`config.mk`:
```
export PLATFORM = sky130hd
export DESIGN_NAME = matrix_fb_arbiter
export DESIGN_NICKNAME = d
export VERILOG_FILES = /design/src/rtl/matrix_fb_arbiter.sv
export SDC_FILE = /design/constraint.sdc
export NUM_CORES = 1
export LEC_CHECK = 0
export ABC_AREA = 0
export CAP_MARGIN = 30
export CORE_ASPECT_RATIO = 1.4
export CORE_MARGIN = 3
export CORE_UTILIZATION = 42
export DETAILED_ROUTE_END_ITERATION = 10
export GPL_TIMING_DRIVEN = 0
export PLACE_DENSITY = 0.83
export SYNTH_ARGS = -nofsm -noshare
export SYNTH_HDL_FRONTEND = slang
export SYNTH_SLANG_ARGS = --single-unit
```
`constraint.sdc`:
```
create_clock -name clk_i -period 2.2 [get_ports clk_i]
set_clock_uncertainty 0.05 [all_clocks]
set_input_delay 0.44 -clock clk_i [delete_from_list [all_inputs] [get_ports clk_i]]
set_output_delay 0.44 -clock clk_i [all_outputs]
set_load 0.03 [all_outputs]
```
`src/rtl/matrix_fb_arbiter.sv`:
```
// Frame-buffer arbiter: shares one SPRAM between the LED scan reader and Wishbone byte accesses.
// Define MATRIX_FB_ARB_STATS_EN to add the wb_stall_count_o Wishbone stall counter.
module matrix_fb_arbiter #(
    parameter int ADDRESS_WIDTH    = 16,
    parameter int MEM_ADDR_WIDTH   = 14,
    parameter int BASE_MEM_ADDRESS = 'h8000,
    parameter int STARVE_LIMIT     = 4
) (
    input  logic                      clk_i,
    input  logic                      rst_ni,
    input  logic [ADDRESS_WIDTH-1:0]  adr_i,
    input  logic [7:0]                dat_i,
    output logic [7:0]                dat_o,
    input  logic                      we_i,
    input  logic                      sel_i,
    input  logic                      stb_i,
    input  logic                      cyc_i,
    output logic                      ack_o,
    input  logic                      disp_req_i,
    input  logic [MEM_ADDR_WIDTH-1:0] disp_addr_i,
    output logic                      disp_ack_o,
    output logic [15:0]               disp_data_o,
    output logic [MEM_ADDR_WIDTH-1:0] mem_addr_o,
    output logic [15:0]               mem_data_o,
    output logic [3:0]                mem_maskwren_o,
    output logic                      mem_wren_o,
    input  logic [15:0]               mem_data_i
`ifdef MATRIX_FB_ARB_STATS_EN
    ,
    output logic [15:0]               wb_stall_count_o
`endif
);

    localparam int SW = $clog2(STARVE_LIMIT + 1);
    localparam logic [ADDRESS_WIDTH-1:0] WIN_MASK = ADDRESS_WIDTH'((1 << (MEM_ADDR_WIDTH + 1)) - 1);
    localparam logic [ADDRESS_WIDTH-1:0] WIN_BASE = ADDRESS_WIDTH'(BASE_MEM_ADDRESS);
    localparam logic [SW-1:0]            STARVE_MAX = SW'(STARVE_LIMIT);

    typedef enum logic [1:0] {IDLE, ISSUE, WAIT, DONE} state_t;

    state_t              r_state;
    state_t              w_state_next;
    logic [SW-1:0]       r_starve;
    logic                r_gnt_wb;
    logic                r_is_write;
    logic                r_lane;
    logic                r_cyc_ok;
    logic                w_hit;
    logic                w_starved;
    logic                w_grant_wb;
    logic                w_grant_disp;

    assign w_hit        = cyc_i & stb_i & ((adr_i & ~WIN_MASK) == WIN_BASE);
    assign w_starved    = w_hit & (r_starve == STARVE_MAX);
    assign w_grant_disp = (r_state == IDLE) & disp_req_i & ~w_starved;
    assign w_grant_wb   = (r_state == IDLE) & w_hit & ~w_grant_disp;

    always_ff @(posedge clk_i or negedge rst_ni) begin
        if (!rst_ni) r_state <= IDLE;
        else         r_state <= w_state_next;
    end

    always_comb begin
        w_state_next = r_state;
        case (r_state)
            IDLE:    if (w_grant_disp | w_grant_wb) w_state_next = ISSUE;
            ISSUE:   w_state_next = r_is_write ? DONE : WAIT;
            WAIT:    w_state_next = DONE;
            DONE:    w_state_next = IDLE;
            default: w_state_next = IDLE;
        endcase
    end

    always_ff @(posedge clk_i or negedge rst_ni) begin
        if (!rst_ni) begin
            r_starve       <= '0;
            r_gnt_wb       <= 1'b0;
            r_is_write     <= 1'b0;
            r_lane         <= 1'b0;
            r_cyc_ok       <= 1'b0;
            mem_addr_o     <= '0;
            mem_data_o     <= '0;
            mem_maskwren_o <= '0;
            mem_wren_o     <= 1'b0;
            dat_o          <= '0;
            disp_data_o    <= '0;
            ack_o          <= 1'b0;
            disp_ack_o     <= 1'b0;
        end else begin
            mem_wren_o     <= 1'b0;
            mem_maskwren_o <= '0;
            if (w_grant_disp | w_grant_wb) begin
                r_gnt_wb   <= w_grant_wb;
                r_is_write <= w_grant_wb & we_i;
                r_lane     <= adr_i[0];
                r_cyc_ok   <= 1'b1;
                mem_addr_o <= w_grant_wb ? adr_i[MEM_ADDR_WIDTH:1] : disp_addr_i;
                mem_data_o <= {dat_i, dat_i};
                if (w_grant_wb & we_i & sel_i) begin
                    mem_wren_o     <= 1'b1;
                    mem_maskwren_o <= adr_i[0] ? 4'b1100 : 4'b0011;
                end
            end else if (r_state != IDLE && !cyc_i) begin
                // Master abandoned the cycle: finish the memory op but never ack it.
                r_cyc_ok <= 1'b0;
            end

            if (r_state == IDLE) begin
                if (w_grant_wb || !w_hit)
                    r_starve <= '0;
                else if (w_grant_disp && r_starve != STARVE_MAX)
                    r_starve <= r_starve + 1'b1;
            end

            if (r_state == WAIT) begin
                if (r_gnt_wb) dat_o       <= r_lane ? mem_data_i[15:8] : mem_data_i[7:0];
                else          disp_data_o <= mem_data_i;
            end

            ack_o      <= (w_state_next == DONE) & r_gnt_wb & r_cyc_ok & cyc_i;
            disp_ack_o <= (w_state_next == DONE) & ~r_gnt_wb;
        end
    end

`ifdef MATRIX_FB_ARB_STATS_EN
    logic r_wb_stall_cnt_unused;
    logic [15:0] r_wb_stall_count;
    assign r_wb_stall_cnt_unused = 1'b0;
    assign wb_stall_count_o = r_wb_stall_count;

    // A hit already being served by its own transaction is not a stall.
    always_ff @(posedge clk_i or negedge rst_ni) begin
        if (!rst_ni)
            r_wb_stall_count <= '0;
        else if (w_hit && !w_grant_wb && !(r_state != IDLE && r_gnt_wb)
                 && r_wb_stall_count != 16'hFFFF)
            r_wb_stall_count <= r_wb_stall_count + 16'd1;
    end
`endif

endmodule

```
* Yosys cells after proc, flatten, opt, wreduce, memory -nomap -nowiden
Cells that the tools add are included.
** Storage, ports and cells
- Register bits after elaboration :: 70
- Input bits :: 61
- Output and inout port bits :: 61
- Word-level logic and storage cells :: 64
** Operators by class
- Add/subtract/negate cells :: 1
- Eq/ne operators :: 6
- Muxes and demuxes :: 14
- Bitwise operators :: 17
- Reduce and logical (&&, ||, !) cells :: 12
** Operators with widths (count)
- $mux 14 :: 1
- $and 1x1->1 :: 13
- $mux 4 :: 3
- $mux 8 :: 1
- $pmux 2 s4 :: 1
- $eq 2x2->1 const B :: 3
- $mux 3 :: 2
- $reduce_and 2->1 :: 3
- $reduce_bool 2->1 :: 3
- $mux 1 :: 5
- $add 3x1->3 const B :: 1
- $eq 3x3->1 const B :: 1
- $ne 3x3->1 const B :: 1
- $not 1->1 :: 3
- $eq 2x1->1 const B :: 1
- $logic_and 1x1->1 :: 2
- $logic_not 1->1 :: 2
- $logic_not 2->1 :: 1
- $mux 2 :: 1
- $logic_or 1x1->1 :: 1
- $or 1x1->1 :: 1

* Depth between registers and ports, before layout
Gate-level depths: netlist (run 1).
- Depth after elaboration :: 14
- Gate-level depth with buffers :: 7
- Mapped depth without buffers :: 5

* Worst setup path after synthesis (run 1)
OpenSTA, ideal clock, no wires.
- Path kind :: reg-to-reg
- Start point :: register r_state[0]
- End point :: register mem_addr_o[10]
- Library setup time :: 0.125 ns
- Arrival time :: 1.617 ns
- Data required time :: 2.025 ns
- Setup slack :: 0.408 ns
- Cell stages (with the launch flop) :: 8
- Path buffers :: 2
- Clock period less this slack :: 1.792 ns
- Cells stage by stage :: dfrtp_1 -> inv_1 -> ha_1 -> buf_4 -> nand4_4 -> buf_6 -> mux2_4 -> mux2_4
** Between the ends
- Longest elaborated chain between the ends :: 6
- Elaborated cells on any way between the ends :: 8
- Classes of those cells :: 1 x mux; 6 x bitwise; 1 x reduce/logical
** Ends and longest elaborated chain
- start: declaration :: line 41 : state_t r_state;
- start signal: assignment :: line 60 : else r_state <= w_state_next;
- $logic_not 2->1 (*) :: line 55, 56
- $and 1x1->1 (2 in a row) :: line 55 : assign w_grant_disp = (r_state == IDLE) & disp_req_i & ~w_starved;
- $not 1->1 :: line 56 : assign w_grant_wb = (r_state == IDLE) & w_hit & ~w_grant_disp;
- $and 1x1->1 :: line 56
- $mux 14 / $or 1x1->1 (equally long branches) :: line 97, 92
- end signal: assignment :: line 97 : mem_addr_o <= w_grant_wb ? adr_i[MEM_ADDR_WIDTH:1] : disp_addr_i;
- end: declaration :: line 23 : output logic [MEM_ADDR_WIDTH-1:0] mem_addr_o,
Every way passes the cells marked *; elsewhere a longest branch is shown, timed or not.
A chain may end at the register's enable or synchronous reset.

* Final worst setup path (run 1)
- Start point :: input cyc_i
- End point :: register mem_addr_o[6]
** Between the ends
- Longest elaborated chain between the ends :: 8
- Elaborated cells on any way between the ends :: 10
- Classes of those cells :: 1 x mux; 9 x bitwise
** Ends and longest elaborated chain
- start: declaration :: line 17 : input logic cyc_i,
- $and 1x1->1 (*) (2 in a row) :: line 53 : assign w_hit = cyc_i & stb_i & ((adr_i & ~WIN_MASK) == WIN_BASE);
- $and 1x1->1 :: line 54 : assign w_starved = w_hit & (r_starve == STARVE_MAX);
- $not 1->1 :: line 55
- $and 1x1->1 :: line 55
- $not 1->1 :: line 56
- $and 1x1->1 :: line 56
- $mux 14 / $or 1x1->1 (equally long branches) :: line 97, 92
Marked as above.

==> results.yml, run 1 <==
clock_tree:
  cts_made_buffers: 9
  htree_levels: 3
  clkSlewWorstSetupHoldPaths_ns: 0.07
  clk_latency_ns: 0.32
  cts_tree: "done"
  post_cts_buffers: 0
  hold_buffers: 0
  numClockSinks: 60
  cts_resized: 0
  cts_root_buf: "clkbuf_8"
  cts_buffer_depth: 2
floorplan:
  die_w_um: 74.4
  die-area_sq_um: 7560
  pin_count: 122
  fp.dieH_um: 102
  num_rows: 34
  start_util: 0.436
  core_area_sq_um: 6300
routing:
  drt-initial-drc-count: 106
  firstDrtPassIters: 4
  ant_nets: 0
  drc: 0
  via_count: 2061
  routed_wl_um: 6640
  routedWlPerCell_um: 16.1
  via_per_inst: 5.00
worst_setup_path:
  cp_max_fo: 10
  r2r-start: "r_state[0]"
  crit_start: "cyc_i"
  critPathSlowestCell: "clkdlybuf4s50_1"
  crit_required_ns: 2.36
  critPathKind: "in -> reg"
  arrival_ns: 2.23
  r2r_setup_slack_ns: 0.19
  path_delay_family: "buffers and inverters"
  max_stage_delay_ns: 0.59
  reg2reg_depth: 7
  crit_path_end_kind: "register"
  start_kind: "input pin"
  crit_buf_inv: 2
  timing.rr.end: "mem_addr_o[12]"
  crit_chain: "clkdlybuf4s50_1, nand3_1, o211ai_2, buf_6, mux2_2"
sta:
  setup_ws_ns: 0.133
  relSlewSlack: 0.572
  hold_violations: 0
  rsz0062_at_grt: "false"
  setup_viol: 0
  finalCritPeriodShare: 0.940
  worst_pin_slew_ns: 0.642
  fin_crit_ns: 2.07
  fin_hold_ws_ns: 0.0790
  max_clock_freq_mhz: 484
  drv_slew: 0
worst_hold_path:
  hp-class: "in -> async"
yosys:
  synth_area_sq_um: 2750
  synth_cells: 202
  syn_nets: 269
  yosys_register_bits: 60
  synth_edf_count: 0
  syn_area_per_cell_sq_um: 13.6
  synth_async_sr_flop_share: 1.00
  synth_ff_type: "dfrtp_1"
  synthDistinctLibCells: 32
  yosys_warnings: 0
  synthTopCellsByArea: "dfrtp_1 55%, mux2_2 18%, mux2_4 5.5%, mux2i_1 3.3%, buf_4 3.0%"
  yosys.area.top_type: "dfrtp_1"
  netlist.area_leader.share: 0.546
  ys_seq_area_frac: 0.546
cells_and_area:
  finalNonFillerCells: 412
  syn_to_final_growth_pct: 54.7
  utilization: 0.675
  final_cell_mix: "120 x clkdlybuf4s50_1, 60 x dfrtp_1, 43 x mux2_2"
  layout_commonest_cell: "clkdlybuf4s50_1"
  layout.nets: 402
  diodes: 0
  drive_gt1_frac: 0.262
power_and_ir_drop:
  p_seq_frac: 0.290
  power.switching_mw: 2.59
  p_leak_nw: 1.85
  internal_power_mw: 3.87
  p_clk_frac: 0.139
  p_total_mw: 6.46
  power_frac_comb: 0.571
  ir_drop_mv: 0.770
  power.density_nw_per_um2: 1520
  swShare: 0.401
place:
  gp_congestion: 0.745
  io_buffers: 121
  place_hpwl_um: 5150
  placed_cells: 396
  dp_slack_ns: -0.204
global_route:
  grt_pass1_vias: 2181
  antenna_found_initial: 0
  grt_max_degree: 34
  grt.overflow.total: 0
  grt_util_all_layers: 0.188
  grt_pass1_wl_um: 10600
outcome:
  outcome: "finished, final reports clean"
flow_run:
  drv_cap: 0
## Yosys cell counts (2+ instances only)
cell type,number
mux2_2,43
buf_4,11
o21ai_0,2
inv_1,6
ha_1,6
nor4b_1,2
mux2i_1,9
clkbuf_1,3
nand2b_1,3
nor2_1,10
a21oi_1,10
nor3_1,2
buf_6,2
mux2_4,10
dfrtp_1,60
nand2_1,7
## worst reg2reg max path: stages (launching register included)
cell,delay [ns]
dfrtp_1,0.40
inv_1,0.11
ha_1,0.15
buf_4,0.16
nand4_4,0.22
buf_6,0.25
mux2_4,0.30
mux2_4,0.25
## worst max path at each step
stage	end	cells after the start
5_1_grt	mem_addr_o[5]	5
2_1_floorplan	mem_addr_o[10]	7
3_3_place_gp	mem_addr_o[0]	1
6_report	mem_addr_o[6]	5
3_5_place_dp	mem_addr_o[6]	5
4_1_cts	mem_addr_o[6]	5
## cells by family (layout without fill, tap and decap cells)
group | after synthesis | after routing | share of synthesized area
AND/OR/NAND/NOR | 30 | 30 | 0.0592
multiplexers | 62 | 62 | 0.264
AO/OA/AOI/OAI | 21 | 21 | 0.0510
buffers and inverters | 23 | 161 | 0.0524
flip-flops | 60 | 60 | 0.546
adder cells (fa/ha/maj) | 6 | 6 | 0.0273
## area by class of cell
cell class	count	area, sq um
Buffer	17	121
Clock buffer	11	151
Clock inverter	5	36.3
Fill cell	496	2040
Inverter	6	22.5
Multi-Input combinational cell	119	1100
Sequential cell	60	1500
Tap cell	72	90.1
Timing Repair Buffer	122	1230
## state kept, by name, indices dropped and copies added (netlist names)
register / cells
mem_maskwren_o: 2
r_cyc_ok: 1
dat_o: 8
r_lane: 1
r_gnt_wb: 1
r_starve: 3
disp_ack_o: 1
disp_data_o: 16
mem_addr_o: 14
mem_wren_o: 1
mem_data_o: 8
ack_o: 1
r_is_write: 1
r_state: 2
## power by group through the flow
stage                     clock [mW]  sequential, mW  combinational [mW]
final                          0.900            1.87                3.69
after global placement             0            1.87                3.64
after CTS                      0.926            1.88                3.72
after global routing           0.997            1.94                3.89
after floorplan                    0            2.73                1.43
after detailed placement           0            1.89                3.71
## stage by stage
step                cell area [sq um]  TNS [ns]
floorplan                        2750         0
global route                     4250         0
detailed placement               4060     -1.86
global placement                 4050    -77.03
CTS                              4250         0
finish                           4250         0
## layer usage
layer | share of wire | wire length [um] | vias up | global-route usage
met5 | 0 | 0 | - | 0
met3 | 0.047 | 311 | 12 | 0.0427
met2 | 0.58 | 3860 | 65 | 0.341
met4 | 0.019 | 123 | 0 | 0.0767
met1 | 0.35 | 2350 | 1018 | 0.206
li1 | - | - | 966 | -
Power figures use the tool's default switching activity.
==> inputs of run 2 (changes only) <==
- GPL_ROUTABILITY_DRIVEN: unset -> 0
- HOLD_SLACK_MARGIN: unset -> 0.1
- SKIP_LAST_GASP: unset -> 1
==> run 2 against run 1 <==
  * Wire length barely moved
  * Hold slack gained 0.38 ns
  * Critical path depth did not move
  * Sequential share of layout area is 0.083 points lower
  * First-iteration DRC count is 1.9% higher
  * Utilization up 0.16 points
  * Clock power about the same
  * Cell count grew 0.24%
  * Cell area grew 0.24%
  * Setup slack about the same
  * Fmax is essentially flat
  * Die area unchanged
  * Highest routed layer unchanged
==> results.yml, run 2 (synthesized netlist as in run 1, its figures left out) <==
outcome:
  outcome: "finished, final reports clean"
floorplan:
  core_area_sq_um: 6300
  num_rows: 34
  pin_count: 122
  fp.dieH_um: 102
  start_util: 0.436
  die_w_um: 74.4
  die-area_sq_um: 7560
routing:
  ant_nets: 0
  via_count: 2064
  via_per_inst: 5.00
  routed_wl_um: 6650
  routedWlPerCell_um: 16.1
  drt-initial-drc-count: 108
  drc: 0
  firstDrtPassIters: 4
sta:
  relSlewSlack: 0.569
  rsz0062_at_grt: "false"
  drv_slew: 0
  worst_pin_slew_ns: 0.647
  final.setup.tns_ns: 0
  hold_violations: 0
  fin_crit_ns: 2.07
  setup_viol: 0
  max_clock_freq_mhz: 484
  setup_ws_ns: 0.134
  finalCritPeriodShare: 0.939
cells_and_area:
  finalNonFillerCells: 413
  drive_gt1_frac: 0.261
  top_register: "disp_data_o"
  largest_register_ffs: 16
  final_cell_mix: "120 x clkdlybuf4s50_1, 60 x dfrtp_1, 43 x mux2_2"
  layout_commonest_cell: "clkdlybuf4s50_1"
  syn_to_final_growth_pct: 55.1
  layout.nets: 403
  reg_top3: "disp_data_o (16), mem_addr_o (14)"
  diodes: 0
  utilization: 0.677
  fillCellCount: 493
global_route:
  grt_max_degree: 34
  grt.overflow.total: 0
  grt_util_all_layers: 0.188
  antenna_found_initial: 0
  grt_pass1_wl_um: 10600
  grt_pass1_vias: 2184
clock_tree:
  cts_root_buf: "clkbuf_8"
  post_cts_buffers: 0
  clkSlewWorstSetupHoldPaths_ns: 0.07
  cts_tree: "done"
  hold_buffers: 1
  cts_made_buffers: 9
  clk_latency_ns: 0.32
  cts_resized: 0
  htree_levels: 3
  numClockSinks: 60
  cts_buffer_depth: 2
worst_hold_path:
  hp-class: "reg -> reg"
worst_setup_path:
  crit_chain: "clkdlybuf4s50_1, nand3_1, o211ai_2, buf_6, mux2_2"
  crit_buf_inv: 2
  crit_required_ns: 2.36
  path_delay_family: "buffers and inverters"
  critPathKind: "in -> reg"
  max_stage_delay_ns: 0.59
  start_kind: "input pin"
  crit_path_end_kind: "register"
  arrival_ns: 2.23
  cp_max_fo: 10
  critPathSlowestCell: "clkdlybuf4s50_1"
flow_run:
  drv_cap: 0
power_and_ir_drop:
  ir_drop_mv: 0.769
  p_leak_nw: 1.85
  power.density_nw_per_um2: 1520
place:
  place_hpwl_um: 5150
  dp_slack_ns: -0.204
  io_buffers: 121
  placed_cells: 396
run 2: layout make-up:
class / count / area (sq um) / share of cell area
Inverter: 6 / 22.5 / 0.00528
Buffer: 17 / 121 / 0.0285
Multi-Input combinational cell: 119 / 1100 / 0.259
Tap cell: 72 / 90.1 / 0.0211
Clock inverter: 5 / 36.3 / 0.00851
Sequential cell: 60 / 1500 / 0.352
Timing Repair Buffer: 123 / 1240 / 0.290
Clock buffer: 11 / 151 / 0.0355
run 2: metal layers:
layer  global-route usage  routed length (um)  vias to the layer above
met2                0.341                3860                       65
met1                0.205                2350                     1020
met3               0.0427                 312                       12
li1                     -                   -                      967
met5                    0                   0                        -
met4               0.0767                 123                        0
run 2: power breakdown:
part	leakage, nW	switching, mW	internal (mW)	total (mW)
logic	1.05	1.89	1.80	3.69
clock network	0.0876	0.430	0.469	0.899
registers	0.715	0.269	1.60	1.87
total	1.85	2.59	3.87	6.46
run 2: worst paths after layout:
kind | to | depth (start not counted) | startpoint | slack [ns]
setup / recovery | mem_addr_o[6] | 5 | cyc_i | 0.13
hold reg to reg | disp_ack_o | 1 | r_gnt_wb | 0.45
min in group asynchronous | dat_o[2] | 2 | rst_ni | 0.62
hold / removal | disp_ack_o | 1 | r_gnt_wb | 0.45
setup reg to reg | mem_addr_o[12] | 7 | r_state[0] | 0.19
max in group asynchronous | mem_addr_o[11] | 3 | rst_ni | 0.87
run 2: through the flow:
stage               cell area (sq um)  hold WS, ns  power, mW
finish                           4260        0.454       6.46
global route                     4260        0.465       6.82
CTS                              4260        0.447       6.53
detailed placement               4060        0.439       5.60
global placement                 4050        0.438       5.51
floorplan                        2750       0.0944       4.15
==> inputs of run 3 (changes only) <==
- REMOVE_ABC_BUFFERS: unset -> 1
==> run 3 against run 2 <==
  * Sequential share of layout area is 0.67 points higher
  * Die area is the same
  * Clock-buffer cell count up 1
  * Register-to-register slack improved by 0.04 ns
  * Highest routed layer unchanged
==> results.yml, run 3 (synthesized netlist as in run 1, its figures left out) <==
outcome:
  outcome: "finished, final reports clean"
cells_and_area:
  final_cell_mix: "120 x clkdlybuf4s50_1, 60 x dfrtp_1, 43 x mux2_2"
  drive_gt1_frac: 0.234
  finalNonFillerCells: 397
  fin_area_sq_um: 4180
  top_register: "disp_data_o"
  largest_register_ffs: 16
  layout.nets: 387
  reg_top3: "disp_data_o (16), mem_addr_o (14)"
  layout_commonest_cell: "clkdlybuf4s50_1"
  diodes: 0
  syn_to_final_growth_pct: 52.2
clock_tree:
  numClockSinks: 60
  clkSlewWorstSetupHoldPaths_ns: 0.06
  clk_latency_ns: 0.32
  htree_levels: 3
  cts_root_buf: "clkbuf_8"
  cts_made_buffers: 9
  hold_buffers: 0
  cts_buffer_depth: 2
  cts_tree: "done"
sta:
  drv_slew: 0
  hold_violations: 0
  max_clock_freq_mhz: 474
  fin_crit_ns: 2.11
  setup_ws_ns: 0.0882
  rsz0062_at_grt: "false"
  setup_viol: 0
  finalCritPeriodShare: 0.960
  relSlewSlack: 0.532
  fin_hold_ws_ns: 0.0941
  worst_pin_slew_ns: 0.700
  final.setup.tns_ns: 0
place:
  placed_cells: 379
  io_buffers: 121
  place_area_sq_um: 3940
  place_hpwl_um: 4830
  dp_slack_ns: -0.452
worst_hold_path:
  hp-class: "in -> async"
routing:
  ant_nets: 0
  routed_wl_um: 6310
  via_per_inst: 5.04
  firstDrtPassIters: 4
  drt-initial-drc-count: 77
  via_count: 2001
  routedWlPerCell_um: 15.9
  drc: 0
floorplan:
  die_w_um: 74.4
  die-area_sq_um: 7560
  fp.dieH_um: 102
  num_rows: 34
  start_util: 0.436
  pin_count: 122
  core_area_sq_um: 6300
global_route:
  grt_pass1_vias: 2117
  grt_pass1_wl_um: 9940
  antenna_found_initial: 0
  grt_max_degree: 35
  grt_util_all_layers: 0.177
  grt.overflow.total: 0
worst_setup_path:
  arrival_ns: 2.27
  critPathKind: "in -> reg"
  start_kind: "input pin"
  cp_max_fo: 14
  critPathSlowestCell: "clkdlybuf4s50_1"
  crit_path_end_kind: "register"
  crit_required_ns: 2.36
  path_delay_family: "buffers and inverters"
  max_stage_delay_ns: 0.59
  crit_chain: "clkdlybuf4s50_1, nand3_1, o211ai_4, mux2_2"
  crit_buf_inv: 1
power_and_ir_drop:
  p_clk_frac: 0.155
  ir_drop_mv: 0.737
  power_frac_comb: 0.546
  swShare: 0.394
  p_seq_frac: 0.299
  p_leak_nw: 1.81
  internal_power_mw: 3.87
  power.density_nw_per_um2: 1530
  power.switching_mw: 2.51
flow_run:
  drv_cap: 0
-- run 3: changes by cell type in the layout (fill, tap and decap cells not counted), moves of 2 or more --
cell        previous run  this run
buf_4                 11         1
buf_6                  2         0
clkbuf_1               3         1
clkinvlp_4             3         1
-- run 3: routing by layer --
| metal | wire, um | GRT usage | up-vias |
|---|---|---|---|
| met1 | 2460 | 0.195 | 964 |
| met3 | 488 | 0.0606 | 9 |
| met5 | 0 | 0 | - |
| li1 | - | - | 940 |
| met4 | 91 | 0.0658 | 0 |
| met2 | 3270 | 0.308 | 88 |
-- run 3: cell type report --
class                      count  area, sq um
timing repair buffer         124         1250
sequential                    60         1500
clock buffer                  12          155
inverter                       6         22.5
multi-input combinational    119         1110
clock inverter                 4         47.5
fill                         490         2110
tap                           72         90.1
-- run 3: power by group through the flow --
stage	clock, mW	combinational, mW	sequential, mW
final	0.992	3.49	1.91
after global placement	0	3.43	1.91
after detailed placement	0	3.51	1.93
after CTS	1.03	3.52	1.91
after global routing	1.08	3.70	1.97
after floorplan	0	1.09	2.91
-- run 3: worst paths after layout --
kind                       cells after the start  startpoint  slack (ns)             end
max in group asynchronous                      2      rst_ni        1.40  mem_addr_o[11]
hold / removal                                 1      rst_ni        0.09  disp_data_o[3]
setup / recovery                               4       cyc_i        0.09   mem_addr_o[0]
min in group clk_i                             1    r_gnt_wb        0.45      disp_ack_o
hold reg to reg                                1    r_gnt_wb        0.45      disp_ack_o
setup reg to reg                               6  r_state[0]        0.23  mem_addr_o[11]
-- run 3: timing repair --
item                                    CTS  global route
buffers inserted                          0             2
gates cloned                              0             0
gates resized for setup                   1             0
pin swaps                                 0             1
endpoints found under the setup margin   14            14
-- run 3: metrics by stage --
step | total power [mW] | util
after global routing | 6.75 | 0.664
after global placement | 5.34 | 0.624
after CTS | 6.46 | 0.660
final | 6.39 | 0.664
after floorplan | 4.00 | -
after detailed placement | 5.44 | 0.626
